### src/rtl/switch_allocator_if.sv
// Request/grant bundle between the input buffers, the switch allocator and the crossbar.
// Handshake: input i's head flit transfers exactly in a cycle where reqValid[i] && grant[i];
// output o carries that flit when outValid[o], which is only raised while outReady[o] is high.
interface switch_allocator_if #(
  parameter int PORT_NUM  = 5,
  parameter int SEL_WIDTH = 3
);
  logic [PORT_NUM-1:0]                reqValid;
  logic [PORT_NUM-1:0][SEL_WIDTH-1:0] reqDest;
  logic [PORT_NUM-1:0]                reqTail;
  logic [PORT_NUM-1:0]                outReady;
  logic [PORT_NUM-1:0]                grant;
  logic [PORT_NUM-1:0][SEL_WIDTH-1:0] sel;
  logic [PORT_NUM-1:0]                outValid;

  modport master (
    output reqValid, reqDest, reqTail, outReady,
    input  grant, sel, outValid
  );

  modport slave (
    input  reqValid, reqDest, reqTail, outReady,
    output grant, sel, outValid
  );
endinterface

### src/rtl/switch_allocator.sv
// Round-robin switch allocator with per-output wormhole lock; zero-cycle grant/select.
// Optional SWITCH_ALLOC_STALL_CNT_EN adds saturating per-output stall counters (stallCount).
module switch_allocator #(
  parameter int                     PORT_NUM  = 5,
  parameter int                     SEL_WIDTH = 3,
  parameter logic [SEL_WIDTH-1:0]   IDLE_SEL  = 3'b101
) (
  input  logic                          clk,
  input  logic                          reset,
  switch_allocator_if.slave             bus
`ifdef SWITCH_ALLOC_STALL_CNT_EN
  ,
  output logic [PORT_NUM-1:0][15:0]     stallCount
`endif
);

  typedef enum logic {
    ST_IDLE   = 1'b0,
    ST_LOCKED = 1'b1
  } lock_state_e;

  // Whole per-output state in one struct so checkers can bind to a single signal.
  typedef struct packed {
    lock_state_e          state;
    logic [SEL_WIDTH-1:0] owner;
    logic [SEL_WIDTH-1:0] rr_ptr;
  } out_state_t;

  localparam logic [SEL_WIDTH-1:0] RR_RESET = SEL_WIDTH'(PORT_NUM - 1);

  out_state_t [PORT_NUM-1:0]          out_state_q;
  out_state_t [PORT_NUM-1:0]          out_state_d;

  logic [PORT_NUM-1:0]                grant_c;
  logic [PORT_NUM-1:0][SEL_WIDTH-1:0] sel_c;
  logic [PORT_NUM-1:0]                out_valid_c;

`ifdef SWITCH_ALLOC_STALL_CNT_EN
  logic [PORT_NUM-1:0]                stall_hit;
  logic [PORT_NUM-1:0][15:0]          stall_cnt_q;
  logic [PORT_NUM-1:0][15:0]          stall_cnt_d;
`endif

  always_ff @(posedge clk or posedge reset) begin
    if (reset) begin
      for (int o = 0; o < PORT_NUM; o++) begin
        out_state_q[o].state  <= ST_IDLE;
        out_state_q[o].owner  <= '0;
        out_state_q[o].rr_ptr <= RR_RESET;
      end
    end else begin
      out_state_q <= out_state_d;
    end
  end

  always_comb begin : alloc
    logic [PORT_NUM-1:0]  req_vec;
    logic                 found;
    logic [SEL_WIDTH-1:0] win;
    logic [SEL_WIDTH-1:0] idx;

    grant_c     = '0;
    sel_c       = {PORT_NUM{IDLE_SEL}};
    out_valid_c = '0;
    out_state_d = out_state_q;
    req_vec     = '0;
    found       = 1'b0;
    win         = '0;
    idx         = '0;
`ifdef SWITCH_ALLOC_STALL_CNT_EN
    stall_hit   = '0;
`endif

    for (int o = 0; o < PORT_NUM; o++) begin
      // Out-of-range destinations never match any output, so they are silently ignored.
      for (int i = 0; i < PORT_NUM; i++) begin
        req_vec[i] = bus.reqValid[i] && (bus.reqDest[i] == SEL_WIDTH'(i - i + o));
      end

      found = 1'b0;
      win   = '0;

      case (out_state_q[o].state)
        ST_IDLE: begin
          for (int k = 1; k <= PORT_NUM; k++) begin
            idx = SEL_WIDTH'((int'(out_state_q[o].rr_ptr) + k) % PORT_NUM);
            if (!found && req_vec[idx]) begin
              found = 1'b1;
              win   = idx;
            end
          end
        end
        ST_LOCKED: begin
          if (req_vec[out_state_q[o].owner]) begin
            found = 1'b1;
            win   = out_state_q[o].owner;
          end
        end
        default: ;
      endcase

      if (found && bus.outReady[o]) begin
        grant_c[win]   = 1'b1;
        sel_c[o]       = win;
        out_valid_c[o] = 1'b1;
        if (out_state_q[o].state == ST_IDLE) begin
          out_state_d[o].rr_ptr = win;
          if (!bus.reqTail[win]) begin
            out_state_d[o].state = ST_LOCKED;
            out_state_d[o].owner = win;
          end
        end else if (bus.reqTail[win]) begin
          out_state_d[o].state = ST_IDLE;
        end
      end

`ifdef SWITCH_ALLOC_STALL_CNT_EN
      stall_hit[o] = (|req_vec) && !(found && bus.outReady[o]);
`endif
    end
  end

  // Reset dominates the combinational path so the crossbar is quiet while held.
  assign bus.grant    = reset ? '0 : grant_c;
  assign bus.outValid = reset ? '0 : out_valid_c;
  assign bus.sel      = reset ? {PORT_NUM{IDLE_SEL}} : sel_c;

`ifdef SWITCH_ALLOC_STALL_CNT_EN
  always_comb begin
    stall_cnt_d = stall_cnt_q;
    for (int o = 0; o < PORT_NUM; o++) begin
      if (stall_hit[o] && (stall_cnt_q[o] != 16'hFFFF)) begin
        stall_cnt_d[o] = stall_cnt_q[o] + 16'd1;
      end
    end
  end

  always_ff @(posedge clk or posedge reset) begin
    if (reset) begin
      stall_cnt_q <= '0;
    end else begin
      stall_cnt_q <= stall_cnt_d;
    end
  end

  assign stallCount = stall_cnt_q;
`endif

endmodule
### src/flat_wrapper.sv
// flat-port wrapper written by rule: the top's interface ports become plain ports
module switch_allocator_flat 
#(
  parameter int                     PORT_NUM  = 5,
  parameter int                     SEL_WIDTH = 3,
  parameter logic [SEL_WIDTH-1:0]   IDLE_SEL  = 3'b101
)
  (clk, reset, bus_reqValid, bus_reqDest, bus_reqTail, bus_outReady, bus_grant, bus_sel, bus_outValid);
  switch_allocator_if #(.PORT_NUM(PORT_NUM), .SEL_WIDTH(SEL_WIDTH)) bus_i ();
  input  logic clk;
  input  logic reset;
  input wire logic [$bits(bus_i.reqValid)-1:0] bus_reqValid;
  input wire logic [$bits(bus_i.reqDest)-1:0] bus_reqDest;
  input wire logic [$bits(bus_i.reqTail)-1:0] bus_reqTail;
  input wire logic [$bits(bus_i.outReady)-1:0] bus_outReady;
  output wire logic [$bits(bus_i.grant)-1:0] bus_grant;
  output wire logic [$bits(bus_i.sel)-1:0] bus_sel;
  output wire logic [$bits(bus_i.outValid)-1:0] bus_outValid;
  assign bus_i.reqValid = bus_reqValid;
  assign bus_i.reqDest = bus_reqDest;
  assign bus_i.reqTail = bus_reqTail;
  assign bus_i.outReady = bus_outReady;
  assign bus_grant = bus_i.grant;
  assign bus_sel = bus_i.sel;
  assign bus_outValid = bus_i.outValid;
  switch_allocator #(.PORT_NUM(PORT_NUM), .SEL_WIDTH(SEL_WIDTH), .IDLE_SEL(IDLE_SEL)) u_core (.clk(clk), .reset(reset), .bus(bus_i));
endmodule
### config.mk
export PLATFORM = sky130hd
export DESIGN_NAME = switch_allocator_flat
export DESIGN_NICKNAME = d
export VERILOG_FILES = /design/src/rtl/switch_allocator_if.sv /design/src/rtl/switch_allocator.sv /design/src/flat_wrapper.sv
export SDC_FILE = /design/constraint.sdc
export NUM_CORES = 1
export LEC_CHECK = 0
export CAP_MARGIN = 5
export CELL_PAD_IN_SITES_DETAIL_PLACEMENT = 1
export CELL_PAD_IN_SITES_GLOBAL_PLACEMENT = 2
export CORE_ASPECT_RATIO = 0.5
export CORE_MARGIN = 1.5
export CORE_UTILIZATION = 23
export DETAILED_ROUTE_END_ITERATION = 10
export PLACE_DENSITY = 0.67
export SETUP_SLACK_MARGIN = 0.15
export SYNTH_ARGS = -nofsm -noshare
export SYNTH_HDL_FRONTEND = slang
export SYNTH_SLANG_ARGS = --single-unit
### constraint.sdc
create_clock -name clk -period 17.8 [get_ports clk]
set_input_delay 2.67 -clock clk [delete_from_list [all_inputs] [get_ports clk]]
set_output_delay 2.67 -clock clk [all_outputs]
set_load 0.005 [all_outputs]
==> impl_summary.log <==
[metrics] placeable core region: 52,600 um2
[metrics] Syn-to-layout area delta: 10.9%
[metrics] register with the most flip-flops: u_core.out_state_q
[metrics] unrepaired setup endpoints after global routing: false
[metrics] Worst Clk Skew: 0.0121 ns
[metrics] area fraction of the dominant cell type after synthesis: 11.6%
[metrics] mean routed wirelength per cell: 19.5 um
[metrics] number of enable-type register cells in the synthesized netlist: 0
[metrics] vias in the first global route: 12.8k
[metrics] Die Area: around 55,000 um2
[metrics] top flip-flop cell by instance count after synthesis: dfrtp_1
[metrics] insertion delay to the later sink of the worst-skew pair: 0.30 ns
[metrics] iteration-0 DRC count of the detailed router: 666
[metrics] crit path from: bus_reqValid[1]
[metrics] number of synthesis warnings: 0
[metrics] peak fanout along the critical path: 8
[metrics] TritonCTS clock tree: built
[metrics] drt total wl: 46,400 um
[metrics] share of flip-flops with an asynchronous set or reset: 100%
[metrics] Cell variety after synth: 116
[metrics] total CTS buffers: 5
[metrics] leading area contributor after synthesis: ha_1
[metrics] Met3 Routed Length: between 700 and 800 um
[metrics] DRT antenna net count: 0
[metrics] root cell of the clock tree: clkbuf_16
[metrics] floorplan row count: 59
[metrics] data arrival at the endpoint of the critical path: approximately 7.6 ns
[metrics] Buffers on Ports: 56
[metrics] post-detailed-route via-to-cell ratio: ~5.5
[metrics] slew at the pin closest to its max-slew limit: ~1.1 ns
[metrics] routed length on met1: 23,000 um
[metrics] residual DRC count: 0
[metrics] maximum number of pins on one net before global-route repair: 40
[metrics] Sinks on Clock Net: 35
[metrics] Crit Path Class: in -> out
[metrics] height of the die: 167 um
[metrics] number of levels in the clock H-tree: 2
[metrics] Max Fclk: 97.6 MHz
[metrics] Post-CTS Repair Setup Buffers: 0
[metrics] count of filler cells inserted in the layout: between 6k and 7k
[metrics] routed length on met2: between 20,000 and 25,000 um
[metrics] fin nets: 1,817
[metrics] reg-to-reg critical path endpoint: u_core.out_state_q[32]
[metrics] placer congestion estimate: 0.856
[metrics] R2R Setup Slk: 10.58 ns
[metrics] highest metal layer with signal wires: met4
[metrics] max FFs per register: 35
[metrics] boundary pin count: 57
[metrics] number of hold-slack violations in the final timing report: 0
[metrics] total grt overflow: 0
[metrics] most common cell in the synthesized netlist: nand2_1
[metrics] fin crit share: 57.5%
[metrics] average size of a mapped cell: 7.39 um2
[metrics] Total Negative Setup Slacks: 0 ns
[metrics] initial antenna violation count: 0
[metrics] routed vias: 13.1k
[metrics] critical path launch point type: primary input
[metrics] Chip Width: 331 um
[metrics] Resize count post-CTS: 0
[metrics] destination of the critical timing path: bus_grant[3]
[metrics] gate count of the mapped netlist: 1,677
[metrics] required time of the worst setup path: 15.13 ns
[metrics] biggest regs: u_core.out_state_q (35)
[metrics] antenna cell count: 0
[metrics] run status: finished, final reports clean
[metrics] final setup fails: 0
[metrics] clock transition at the registers of the reported paths: 0.06 ns
[metrics] kind of end point of the critical path: output pin
[metrics] first-pass GRT wire length: 73,900 um
[metrics] area occupied by multi-input gates: between 10,000 and 15,000 um2
[metrics] number of nets in the synthesized netlist: 1,824
[metrics] register bit total from synthesis: 35
[metrics] Post-Route Hold Slack: approximately 0.55 ns
[metrics] DP Wirelength: 36,200 um
[metrics] PnR worst setup slack: 7.56 ns
[metrics] worst min-delay path class: reg -> reg
[metrics] number of hold buffers added after cts: 0
[metrics] Setup Slack @ Placement: 7.66 ns
[metrics] starting utilization of the core area: 23.6%
[metrics] R2R Path Start: u_core.out_state_q[29]
[metrics] min cycle time layout: 10.24 ns
[metrics] GRT Overall Usage: 16.1%
[metrics] number of pins with negative max-slew slack in the final report: 0
[metrics] list of most frequent post-synthesis cells: nand2_1, ha_1, nor2_1
[metrics] Synth Cell Area: 12,400 um2
[metrics] Seq/Total Area, Yosys: 7.12%
[metrics] Worst R2R Path Depth: 20
[metrics] 1st-pass router iterations: 5
[metrics] proportion of layout cells with a drive suffix above 1: under 10%
[metrics] relative slew slack: 24.1%
[metrics] worst-case clock buffer depth: 2
[metrics] Area contributors post-synth: ha_1, dfrtp_1, nand2_1
[metrics] max-cap check violation count: 0
[metrics] sequential cell area: 882 um2
==> through the flow <==
stage | cells | cell area [um2] | util [%]
after floorplan | 1677 | 12400 | -
after global placement | 2364 | 13600 | 25.8
after detailed placement | 2364 | 13600 | 25.8
after CTS | 2372 | 13700 | 26.1
after global routing | 2372 | 13700 | 26.1
final | 2372 | 13700 | 26.1
==> final cells by class <==
cell class / count / area share (%)
well taps: 701 / 6.38
flip-flops and latches: 35 / 6.42
clock inverters: 2 / 0.273
inverters: 103 / 2.81
multi-input cells: 1458 / 78.5
repair buffers: 67 / 4.68
clock buffers: 6 / 0.938
==> worst min-delay path by stage <==
stage | startpoint | depth (start not counted) | to
finish | u_core.out_state_q[26] | 1 | u_core.out_state_q[26]
global route | u_core.out_state_q[26] | 1 | u_core.out_state_q[26]
CTS | u_core.out_state_q[26] | 1 | u_core.out_state_q[26]
detailed placement | u_core.out_state_q[26] | 1 | u_core.out_state_q[26]
global placement | u_core.out_state_q[19] | 1 | u_core.out_state_q[19]
floorplan | u_core.out_state_q[33] | 1 | u_core.out_state_q[33]
==> worst max-delay path, cell delays in order <==
cell             delay, ns
clkdlybuf4s50_1       0.60
nor4bb_1              0.81
mux2i_1               0.20
mux2_2                0.32
mux2i_1               0.17
mux2i_1               0.19
o41ai_1               0.60
a211oi_1              0.13
nor3_1                0.42
o21ai_1               0.27
or3_1                 0.40
a41oi_1               0.23
clkdlybuf4s50_1       0.56
==> cell families after synthesis <==
logic type	Yosys count	share of synthesized area, %
AOI/OAI and AO/OA	556	33.2
and+or+nand+nor	651	29.4
adders and majority gates	115	11.6
xor gates and xnor gates	43	3.51
muxes	93	9.10
buffers and inverters	184	6.07
DFF	35	7.12
==> layout by cell type (no fill, tap or decap), types with 13 or more instances in the layout <==
cell,instances
a211o_1,16
a211oi_1,32
a21o_1,19
a21oi_1,90
a31oi_1,22
and2_1,20
clkdlybuf4s50_1,56
dfrtp_1,30
ha_1,115
inv_1,90
mux2_2,17
mux2i_1,56
mux4_2,13
nand2_1,155
nand2b_1,46
nand3_1,42
nand3b_1,14
nand4_1,15
nor2_1,114
nor2b_1,32
nor3_1,40
nor3b_1,22
nor4_1,13
o211ai_1,32
o21a_1,21
o21ai_0,80
o22ai_1,19
o31ai_1,18
or2_2,13
or3_1,14
xnor2_1,32
==> per-layer routing <==
metal  track usage, %  vias to the layer above
met4             1.90                        0
met1             22.2                     6529
met3             1.03                       20
met2             28.4                      125
met5                0                        -
li1                 -                     6422
Power is left out: the tool's default activity adds up to more than one toggle a clock period on the data nets, which glitch-free logic cannot reach.
